**config.mk**
```make
export PLATFORM = sky130hd
export DESIGN_NAME = apb4_ps2_rx_flat
export DESIGN_NICKNAME = d
export VERILOG_FILES = /design/src/rtl/apb4_if.sv /design/src/rtl/apb4_ps2_rx.sv /design/src/flat_wrapper.sv
export SDC_FILE = /design/constraint.sdc
export NUM_CORES = 1
export LEC_CHECK = 0
export BUFFER_PORTS_ARGS = -buffer_cell sky130_fd_sc_hd__buf_2
export CORE_UTILIZATION = 60
export CTS_CLUSTER_DIAMETER = 150
export DETAILED_ROUTE_END_ITERATION = 16
export HOLD_SLACK_MARGIN = 0.03
export PLACE_DENSITY = 0.77
export REMOVE_ABC_BUFFERS = 1
export SYNTH_ARGS = -nofsm -noshare
export SYNTH_HDL_FRONTEND = slang
export SYNTH_SLANG_ARGS = --single-unit
```
**constraint.sdc**
```tcl
create_clock -name apb4_pclk -period 6.4 [get_ports apb4_pclk]
set_input_delay 1.28 -clock apb4_pclk [delete_from_list [all_inputs] [get_ports apb4_pclk]]
set_output_delay 1.28 -clock apb4_pclk [all_outputs]
set_load 0.02 [all_outputs]
```
**src/rtl/apb4_if.sv**
```systemverilog
// apb4_if: APB4 bus bundle carrying the bus clock and active-low reset.
interface apb4_if #(
    parameter int AW = 4,
    parameter int DW = 32
);
    logic          pclk;
    logic          presetn;
    logic [AW-1:0] paddr;
    logic          psel;
    logic          penable;
    logic          pwrite;
    logic [DW-1:0] pwdata;
    logic [DW-1:0] prdata;
    logic          pready;
    logic          pslerr;

    modport master (
        input  pclk, presetn, prdata, pready, pslerr,
        output paddr, psel, penable, pwrite, pwdata
    );

    modport slave (
        input  pclk, presetn, paddr, psel, penable, pwrite, pwdata,
        output prdata, pready, pslerr
    );
endinterface

```
**src/rtl/apb4_ps2_rx.sv**
```systemverilog
// apb4_ps2_rx: PS/2 device-to-host receiver with filtered inputs, receive FIFO and APB4 register access.
module apb4_ps2_rx #(
    parameter int FIFO_DEPTH  = 16,
    parameter int FILTER_LEN  = 4,
    parameter int TIMEOUT_CYC = 50000
) (
    apb4_if.slave apb4,
    input  logic  ps2_clk_i,
    input  logic  ps2_dat_i,
    output logic  irq_o
);
    localparam int AW = $clog2(FIFO_DEPTH);
    localparam int FW = $clog2(FILTER_LEN + 1);
    localparam int WW = $clog2(TIMEOUT_CYC + 1);

    typedef enum logic [1:0] {IDLE, DATA, PARITY, STOP} state_e;

    logic clk, rst_n;
    assign clk   = apb4.pclk;
    assign rst_n = apb4.presetn;

    // bit 0 = ps2 clock line, bit 1 = ps2 data line
    logic [1:0]         s1_q, s1_d, s2_q, s2_d, f_q, f_d;
    logic [1:0][FW-1:0] fcnt_q, fcnt_d;
    logic               stb, dat;

    state_e             state_q, state_d;
    logic [2:0]         bidx_q, bidx_d;
    logic [7:0]         shift_q, shift_d;
    logic               par_q, par_d;
    logic [WW-1:0]      wdog_q, wdog_d;
    logic               push_q, push_d;
    logic [7:0]         byte_q, byte_d;
    logic               ferr_set, perr_set, ovf_set;

    logic               en_q, en_d, irqen_q, irqen_d, pdrop_q, pdrop_d;
    logic               flush_q, flush_d;
    logic [7:0]         thresh_q, thresh_d;
    logic               ovf_q, ovf_d, perr_q, perr_d, ferr_q, ferr_d;
    logic               irq_q, irq_d;

    logic [7:0]         mem_q [FIFO_DEPTH];
    logic [AW-1:0]      wptr_q, wptr_d, rptr_q, rptr_d;
    logic [8:0]         count_q, count_d;

    logic [1:0]         sel;
    logic               rd_acc, wr_acc, pop, do_push, full, nempty;
    logic [8:0]         thr;
    logic [31:0]        ctrl_rd, stat_rd, data_rd;
    logic               unused_ok;

    assign apb4.pready  = 1'b1;
    assign apb4.pslerr  = 1'b0;
    assign irq_o        = irq_q;
    assign unused_ok    = ^{apb4.pwdata[31:16], apb4.pwdata[7:5], apb4.paddr[1:0]};

    // Synchronise, then require FILTER_LEN consecutive differing samples before the filtered value follows
    always_comb begin
        s1_d = {ps2_dat_i, ps2_clk_i};
        s2_d = s1_q;
        f_d  = f_q;
        fcnt_d = '0;
        for (int i = 0; i < 2; i++) begin
            if (s2_q[i] != f_q[i]) begin
                if (fcnt_q[i] == FW'(FILTER_LEN - 1)) f_d[i] = s2_q[i];
                else fcnt_d[i] = fcnt_q[i] + 1'b1;
            end
        end
        stb = f_q[0] & ~f_d[0];
        dat = f_q[1];
    end

    always_comb begin
        state_d  = state_q;
        bidx_d   = bidx_q;
        shift_d  = shift_q;
        par_d    = par_q;
        wdog_d   = '0;
        push_d   = 1'b0;
        byte_d   = shift_q;
        ferr_set = 1'b0;
        perr_set = 1'b0;
        if (!en_q) begin
            state_d = IDLE;
        end else begin
            if (state_q != IDLE) wdog_d = stb ? '0 : wdog_q + WW'(1);
            case (state_q)
                IDLE: begin
                    if (stb && dat) ferr_set = 1'b1;
                    else if (stb) begin
                        state_d = DATA;
                        bidx_d  = 3'd0;
                    end
                end
                DATA: begin
                    if (stb) begin
                        shift_d = {dat, shift_q[7:1]};
                        bidx_d  = bidx_q + 3'd1;
                        state_d = (bidx_q == 3'd7) ? PARITY : DATA;
                    end
                end
                PARITY: begin
                    if (stb) begin
                        par_d   = dat;
                        state_d = STOP;
                    end
                end
                STOP: begin
                    if (stb) begin
                        state_d = IDLE;
                        if (!dat) ferr_set = 1'b1;
                        else if (^{shift_q, par_q}) push_d = 1'b1;
                        else begin
                            perr_set = 1'b1;
                            push_d   = ~pdrop_q;
                        end
                    end
                end
                default: state_d = IDLE;
            endcase
            if (state_q != IDLE && !stb && wdog_q == WW'(TIMEOUT_CYC - 1)) begin
                state_d  = IDLE;
                wdog_d   = '0;
                ferr_set = 1'b1;
            end
        end
    end

    // A push meeting a pending flush is dropped silently; a push on a full FIFO only lands if a pop frees a slot
    always_comb begin
        sel     = apb4.paddr[3:2];
        rd_acc  = apb4.psel & apb4.penable & ~apb4.pwrite;
        wr_acc  = apb4.psel & apb4.penable & apb4.pwrite;
        full    = count_q == 9'(FIFO_DEPTH);
        nempty  = count_q != 9'd0;
        pop     = rd_acc & (sel == 2'd2) & nempty & ~flush_q;
        do_push = push_q & (~full | pop) & ~flush_q;
        ovf_set = push_q & full & ~pop & ~flush_q;
        wptr_d  = flush_q ? '0 : wptr_q + AW'(do_push);
        rptr_d  = flush_q ? '0 : rptr_q + AW'(pop);
        count_d = flush_q ? '0 : count_q + {8'd0, do_push} - {8'd0, pop};
    end

    always_comb begin
        en_d     = en_q;
        irqen_d  = irqen_q;
        pdrop_d  = pdrop_q;
        thresh_d = thresh_q;
        flush_d  = 1'b0;
        if (wr_acc && sel == 2'd0) begin
            en_d     = apb4.pwdata[0];
            irqen_d  = apb4.pwdata[1];
            pdrop_d  = apb4.pwdata[2];
            flush_d  = apb4.pwdata[3];
            thresh_d = apb4.pwdata[15:8];
        end
        ovf_d  = (ovf_q  & ~(wr_acc && sel == 2'd1 && apb4.pwdata[2])) | ovf_set;
        perr_d = (perr_q & ~(wr_acc && sel == 2'd1 && apb4.pwdata[3])) | perr_set;
        ferr_d = (ferr_q & ~(wr_acc && sel == 2'd1 && apb4.pwdata[4])) | ferr_set;
        thr    = (thresh_q == 8'd0) ? 9'd1 : {1'b0, thresh_q};
        irq_d  = irqen_q & ((count_q >= thr) | ovf_q | perr_q | ferr_q);
    end

    always_comb begin
        ctrl_rd     = {16'd0, thresh_q, 5'd0, pdrop_q, irqen_q, en_q};
        stat_rd     = {15'd0, count_q, 3'd0, ferr_q, perr_q, ovf_q, full, nempty};
        data_rd     = {24'd0, nempty ? mem_q[rptr_q] : 8'd0};
        apb4.prdata = (sel == 2'd0) ? ctrl_rd :
                      (sel == 2'd1) ? stat_rd :
                      (sel == 2'd2) ? data_rd : 32'd0;
    end

    always_ff @(posedge clk) begin
        if (do_push) mem_q[wptr_q] <= byte_q;
    end

    always_ff @(posedge clk or negedge rst_n) begin
        if (!rst_n) begin
            s1_q     <= 2'b11;
            s2_q     <= 2'b11;
            f_q      <= 2'b11;
            fcnt_q   <= '0;
            state_q  <= IDLE;
            bidx_q   <= '0;
            shift_q  <= '0;
            par_q    <= 1'b0;
            wdog_q   <= '0;
            push_q   <= 1'b0;
            byte_q   <= '0;
            en_q     <= 1'b0;
            irqen_q  <= 1'b0;
            pdrop_q  <= 1'b0;
            flush_q  <= 1'b0;
            thresh_q <= '0;
            ovf_q    <= 1'b0;
            perr_q   <= 1'b0;
            ferr_q   <= 1'b0;
            irq_q    <= 1'b0;
            wptr_q   <= '0;
            rptr_q   <= '0;
            count_q  <= '0;
        end else begin
            s1_q     <= s1_d;
            s2_q     <= s2_d;
            f_q      <= f_d;
            fcnt_q   <= fcnt_d;
            state_q  <= state_d;
            bidx_q   <= bidx_d;
            shift_q  <= shift_d;
            par_q    <= par_d;
            wdog_q   <= wdog_d;
            push_q   <= push_d;
            byte_q   <= byte_d;
            en_q     <= en_d;
            irqen_q  <= irqen_d;
            pdrop_q  <= pdrop_d;
            flush_q  <= flush_d;
            thresh_q <= thresh_d;
            ovf_q    <= ovf_d;
            perr_q   <= perr_d;
            ferr_q   <= ferr_d;
            irq_q    <= irq_d;
            wptr_q   <= wptr_d;
            rptr_q   <= rptr_d;
            count_q  <= count_d;
        end
    end
endmodule

```
**src/flat_wrapper.sv**
```systemverilog
// flat-port wrapper written by rule: the top's interface ports become plain ports
module apb4_ps2_rx_flat 
#(
    parameter int FIFO_DEPTH  = 16,
    parameter int FILTER_LEN  = 4,
    parameter int TIMEOUT_CYC = 50000
)
  (ps2_clk_i, ps2_dat_i, irq_o, apb4_pclk, apb4_presetn, apb4_paddr, apb4_psel, apb4_penable, apb4_pwrite, apb4_pwdata, apb4_prdata, apb4_pready, apb4_pslerr);
  apb4_if apb4_i ();
  input  logic ps2_clk_i;
  input  logic ps2_dat_i;
  output logic irq_o;
  input wire logic [$bits(apb4_i.pclk)-1:0] apb4_pclk;
  input wire logic [$bits(apb4_i.presetn)-1:0] apb4_presetn;
  input wire logic [$bits(apb4_i.paddr)-1:0] apb4_paddr;
  input wire logic [$bits(apb4_i.psel)-1:0] apb4_psel;
  input wire logic [$bits(apb4_i.penable)-1:0] apb4_penable;
  input wire logic [$bits(apb4_i.pwrite)-1:0] apb4_pwrite;
  input wire logic [$bits(apb4_i.pwdata)-1:0] apb4_pwdata;
  output wire logic [$bits(apb4_i.prdata)-1:0] apb4_prdata;
  output wire logic [$bits(apb4_i.pready)-1:0] apb4_pready;
  output wire logic [$bits(apb4_i.pslerr)-1:0] apb4_pslerr;
  assign apb4_i.pclk = apb4_pclk;
  assign apb4_i.presetn = apb4_presetn;
  assign apb4_i.paddr = apb4_paddr;
  assign apb4_i.psel = apb4_psel;
  assign apb4_i.penable = apb4_penable;
  assign apb4_i.pwrite = apb4_pwrite;
  assign apb4_i.pwdata = apb4_pwdata;
  assign apb4_prdata = apb4_i.prdata;
  assign apb4_pready = apb4_i.pready;
  assign apb4_pslerr = apb4_i.pslerr;
  apb4_ps2_rx #(.FIFO_DEPTH(FIFO_DEPTH), .FILTER_LEN(FILTER_LEN), .TIMEOUT_CYC(TIMEOUT_CYC)) u_core (.apb4(apb4_i), .ps2_clk_i(ps2_clk_i), .ps2_dat_i(ps2_dat_i), .irq_o(irq_o));
endmodule
```
==> flow_metrics.py <==
metrics = {
    "clock_network": {
        "cts_setup_buffers": 0,
        "cts.sinks": 212,
        "max-clock-path-buffers": 3,
        "clock_latency_ns": 0.49,
        "htreeDepth": 1,
        "numCtsBuffers": 22,
        "cts_tree": "yes",
        "ctsHoldBuffers": 0,
        "cts_resized": 0,
        "clk_pin_slew_worst_paths_ns": 0.06,
        "cts_root_buffer": "clkbuf_16",
    },
    "worst_hold_path": {
        "hold_path_depth": 0,
        "hp-class": "register to register",
        "min_from": "u_core.s1_q[0]",
    },
    "yosys": {
        "yosysTopAreaCell": "edfxtp_1",
        "synth_mux_area_frac": 0.1217,
        "yosysSeqAreaShare": 0.6259,
        "synth_compound_area_frac": 0.04275,
        "ys_warn_count": 0,
        "synth_top_family_by_area": "multiplexers",
        "synth_top_area_frac": 0.4041,
        "synthArstFlopShare": 0.3962,
        "synth.distinct_cells": 59,
        "avgSynthCellArea_um2": 14.50,
        "ys_ff_latch": 212,
        "yosys-top-cells-area": "edfxtp_1 40%, dfrtp_1 21%, mux4_2 6.6%, ha_1 4.5%, mux2_2 2.1%",
        "synth-simple-area-share": 0.09313,
        "synth_adder_area_share": 0.04683,
        "synth_flop_cell": "edfxtp_1",
        "syn_inst": 656,
        "synth_xor_area_frac": 0.02947,
        "syn_area_mm2": 0.009512,
        "synth_edf_count": 128,
    },
    "timing": {
        "setup_viol": 0,
        "fin_worst_skew_ns": 0.009212,
        "slew_headroom": 0.1697,
        "hold_viol_final": 0,
        "min_period_ns": 4.447,
        "hold_slack_ns": 0.3549,
        "setup_ws_ns": 1.953,
        "worst_slew_pin_slew_ns": 1.236,
        "period_share": 0.6948,
        "clock.fmax_mhz": 224.9,
        "rsz0062_at_grt": "false",
        "finalMaxSlewViolations": 0,
        "fin_setup_tns_ns": 0,
    },
    "cells_and_area": {
        "antennaDiodeCount": 0,
        "area_delta_synth_final_pct": 11.08,
        "layout.nets": 783,
        "final_cell_mix": "128 x edfxtp_1, 77 x dfrtp_1, 51 x nor2_1, 38 x buf_2, 34 x ha_1",
        "register_area_mm2": 0.005954,
        "final_util": 0.6899,
        "multi_input_area_mm2": 0.003246,
        "fillers": 1012,
        "final_common_cell": "edfxtp_1",
        "fin_area_mm2": 0.01057,
        "instances_no_fill": 932,
        "drive_above_1_share": 0.1914,
    },
    "placement": {
        "dp_hpwl_mm": 12.11,
        "dpl-instance-area_mm2": 0.009876,
        "placedCellCount": 892,
        "place.gp.congestion": 0.8414,
        "pre_cts_slack_ns": 1.598,
        "io_buffer_count": 39,
    },
    "pwr": {
        "p_int_mw": 2.599,
        "power.total_mw": 3.654,
        "clock_power_share": 0.334,
        "ir_drop_mv": 0.2505,
        "swShare": 0.2888,
        "seq_power_share": 0.462,
        "leakagePower_nw": 4.166,
        "p_per_area_mw_per_mm2": 345.9,
        "power_frac_comb": 0.204,
        "p_switching_mw": 1.055,
    },
    "die": {
        "core_mm2": 0.01531,
        "dieHeight_um": 127.9,
        "rows": 45,
        "fp.dieArea_mm2": 0.01636,
        "start_util": 0.6211,
        "die_w_um": 127.9,
        "ios": 78,
    },
    "drt": {
        "wire_per_inst_um": 19.75,
        "dr.first_iter.drc_count": 525,
        "viasPerCell": 5.879,
        "drt_pass1_iterations": 5,
        "drc_errors": 0,
        "num_vias": 5479,
        "ant_nets": 0,
        "totalWireLength_mm": 18.41,
    },
    "setup_path": {
        "cp.arrival_ns": 4.79,
        "crit_path_end_kind": "register",
        "r2r-start": "u_core.count_q[2]",
        "reg2regPathDepth": 13,
        "cp.required_ns": 6.74,
        "path_class": "input port to register",
        "cp-startpoint": "apb4_paddr[2]",
        "critPathLaunchType": "input port",
        "critPathMaxFanout": 18,
    },
    "global_routing": {
        "grt_overflow": 0,
        "grt_max_degree": 85,
        "antenna_found_initial": 0,
        "grt_pass1_vias": 5559,
        "busiest_layer": "met2",
        "use_met1": 0.3273,
        "met3_usage": 0.03339,
        "grt_util_all_layers": 0.2368,
        "met2_usage": 0.3990,
        "grt_pass1_wl_mm": 29.60,
    },
    "flow_run": {
        "maxCapViolCount": 0,
    },
    "status": {
        "status": "completed",
    },
}
## registers in the layout, summed over array words and instances, names as in the netlist
register	count
u_core.wdog_q	16
u_core.thresh_q	8
u_core.fcnt_q	6
u_core.flush_q	1
u_core.s1_q	2
u_core.bidx_q	3
u_core.f_q	2
u_core.state_q	2
u_core.pdrop_q	1
u_core.en_q	1
u_core.wptr_q	4
u_core.rptr_q	4
u_core.irqen_q	1
u_core.par_q	1
u_core.mem_q	128
u_core.perr_q	1
u_core.ovf_q	1
u_core.byte_d	8
u_core.byte_q	8
u_core.count_q	9
u_core.s2_q	2
u_core.ferr_q	1
u_core.push_q	1
u_core.irq_o	1
## worst paths after layout
kind,endpoint,slack [ns]
max in group asynchronous,u_core.rptr_q[0],4.65
min,u_core.s2_q[0],0.35
max,u_core.count_q[8],1.95
min reg2reg,u_core.s2_q[0],0.35
max reg2reg,u_core.count_q[8],2.00
min in group asynchronous,u_core.fcnt_q[5],0.97
## power by group through the flow
stage / combinational, mW / sequential, mW / clock (mW)
after floorplan: 0.545 / 1.68 / 0
after global placement: 0.696 / 1.71 / 0
after detailed placement: 0.738 / 1.71 / 0
after CTS: 0.748 / 1.69 / 1.24
after global routing: 0.839 / 1.71 / 1.30
final: 0.746 / 1.69 / 1.22
## Yosys cell counts, types with 3 or more instances
master / count
edfxtp_1: 128
dfrtp_1: 78
nor2_1: 51
ha_1: 34
nand2_1: 30
mux4_2: 28
inv_1: 27
o21ai_0: 26
buf_4: 19
xnor2_1: 19
mux2_2: 18
nor3_1: 16
mux2i_1: 14
xor2_1: 13
clkbuf_1: 12
nor2b_1: 12
a21oi_1: 11
nand3_1: 11
nand2b_1: 9
mux4_1: 7
and3_1: 6
dfstp_2: 6
nor3b_1: 6
nor4_1: 6
or3_1: 6
buf_1: 5
nand4_1: 5
a31oi_1: 4
and2_1: 4
buf_2: 4
a22o_1: 3
nor4b_1: 3
nor4bb_1: 3
## worst max-delay path, stage by stage
cell and delay (ns):
buf_2 0.28, a311o_1 0.47, o311a_1 0.65, nor2_1 0.18, ha_1 0.28, fa_1 0.42, a21oi_1 0.24, o21ai_0 0.15
a2111oi_0 0.52, o21ai_0 0.16, nor3b_1 0.15
## per-layer routing
metal,share of wire,routed length (µm)
met1,0.42,7752
met3,0.056,1025
met5,0,0
met4,0.019,342
met2,0.50,9289
## logic make-up after synthesis
group           count (synthesis)
fa+ha+maj                      35
buf+inv                        71
mux                            67
other cells                     2
compound gates                 64
xor+xnor                       32
simple gates                  173
flops                         212
## layout make-up
class / count / share of cell area
sequential: 212 / 0.5636
tap: 211 / 0.02499
clock inverter: 5 / 0.004619
timing repair buffer: 54 / 0.02937
clock buffer: 35 / 0.06063
inverter: 27 / 0.009593
multi-input combinational: 388 / 0.3072
Note: power is estimated with default switching activity, not from simulation.
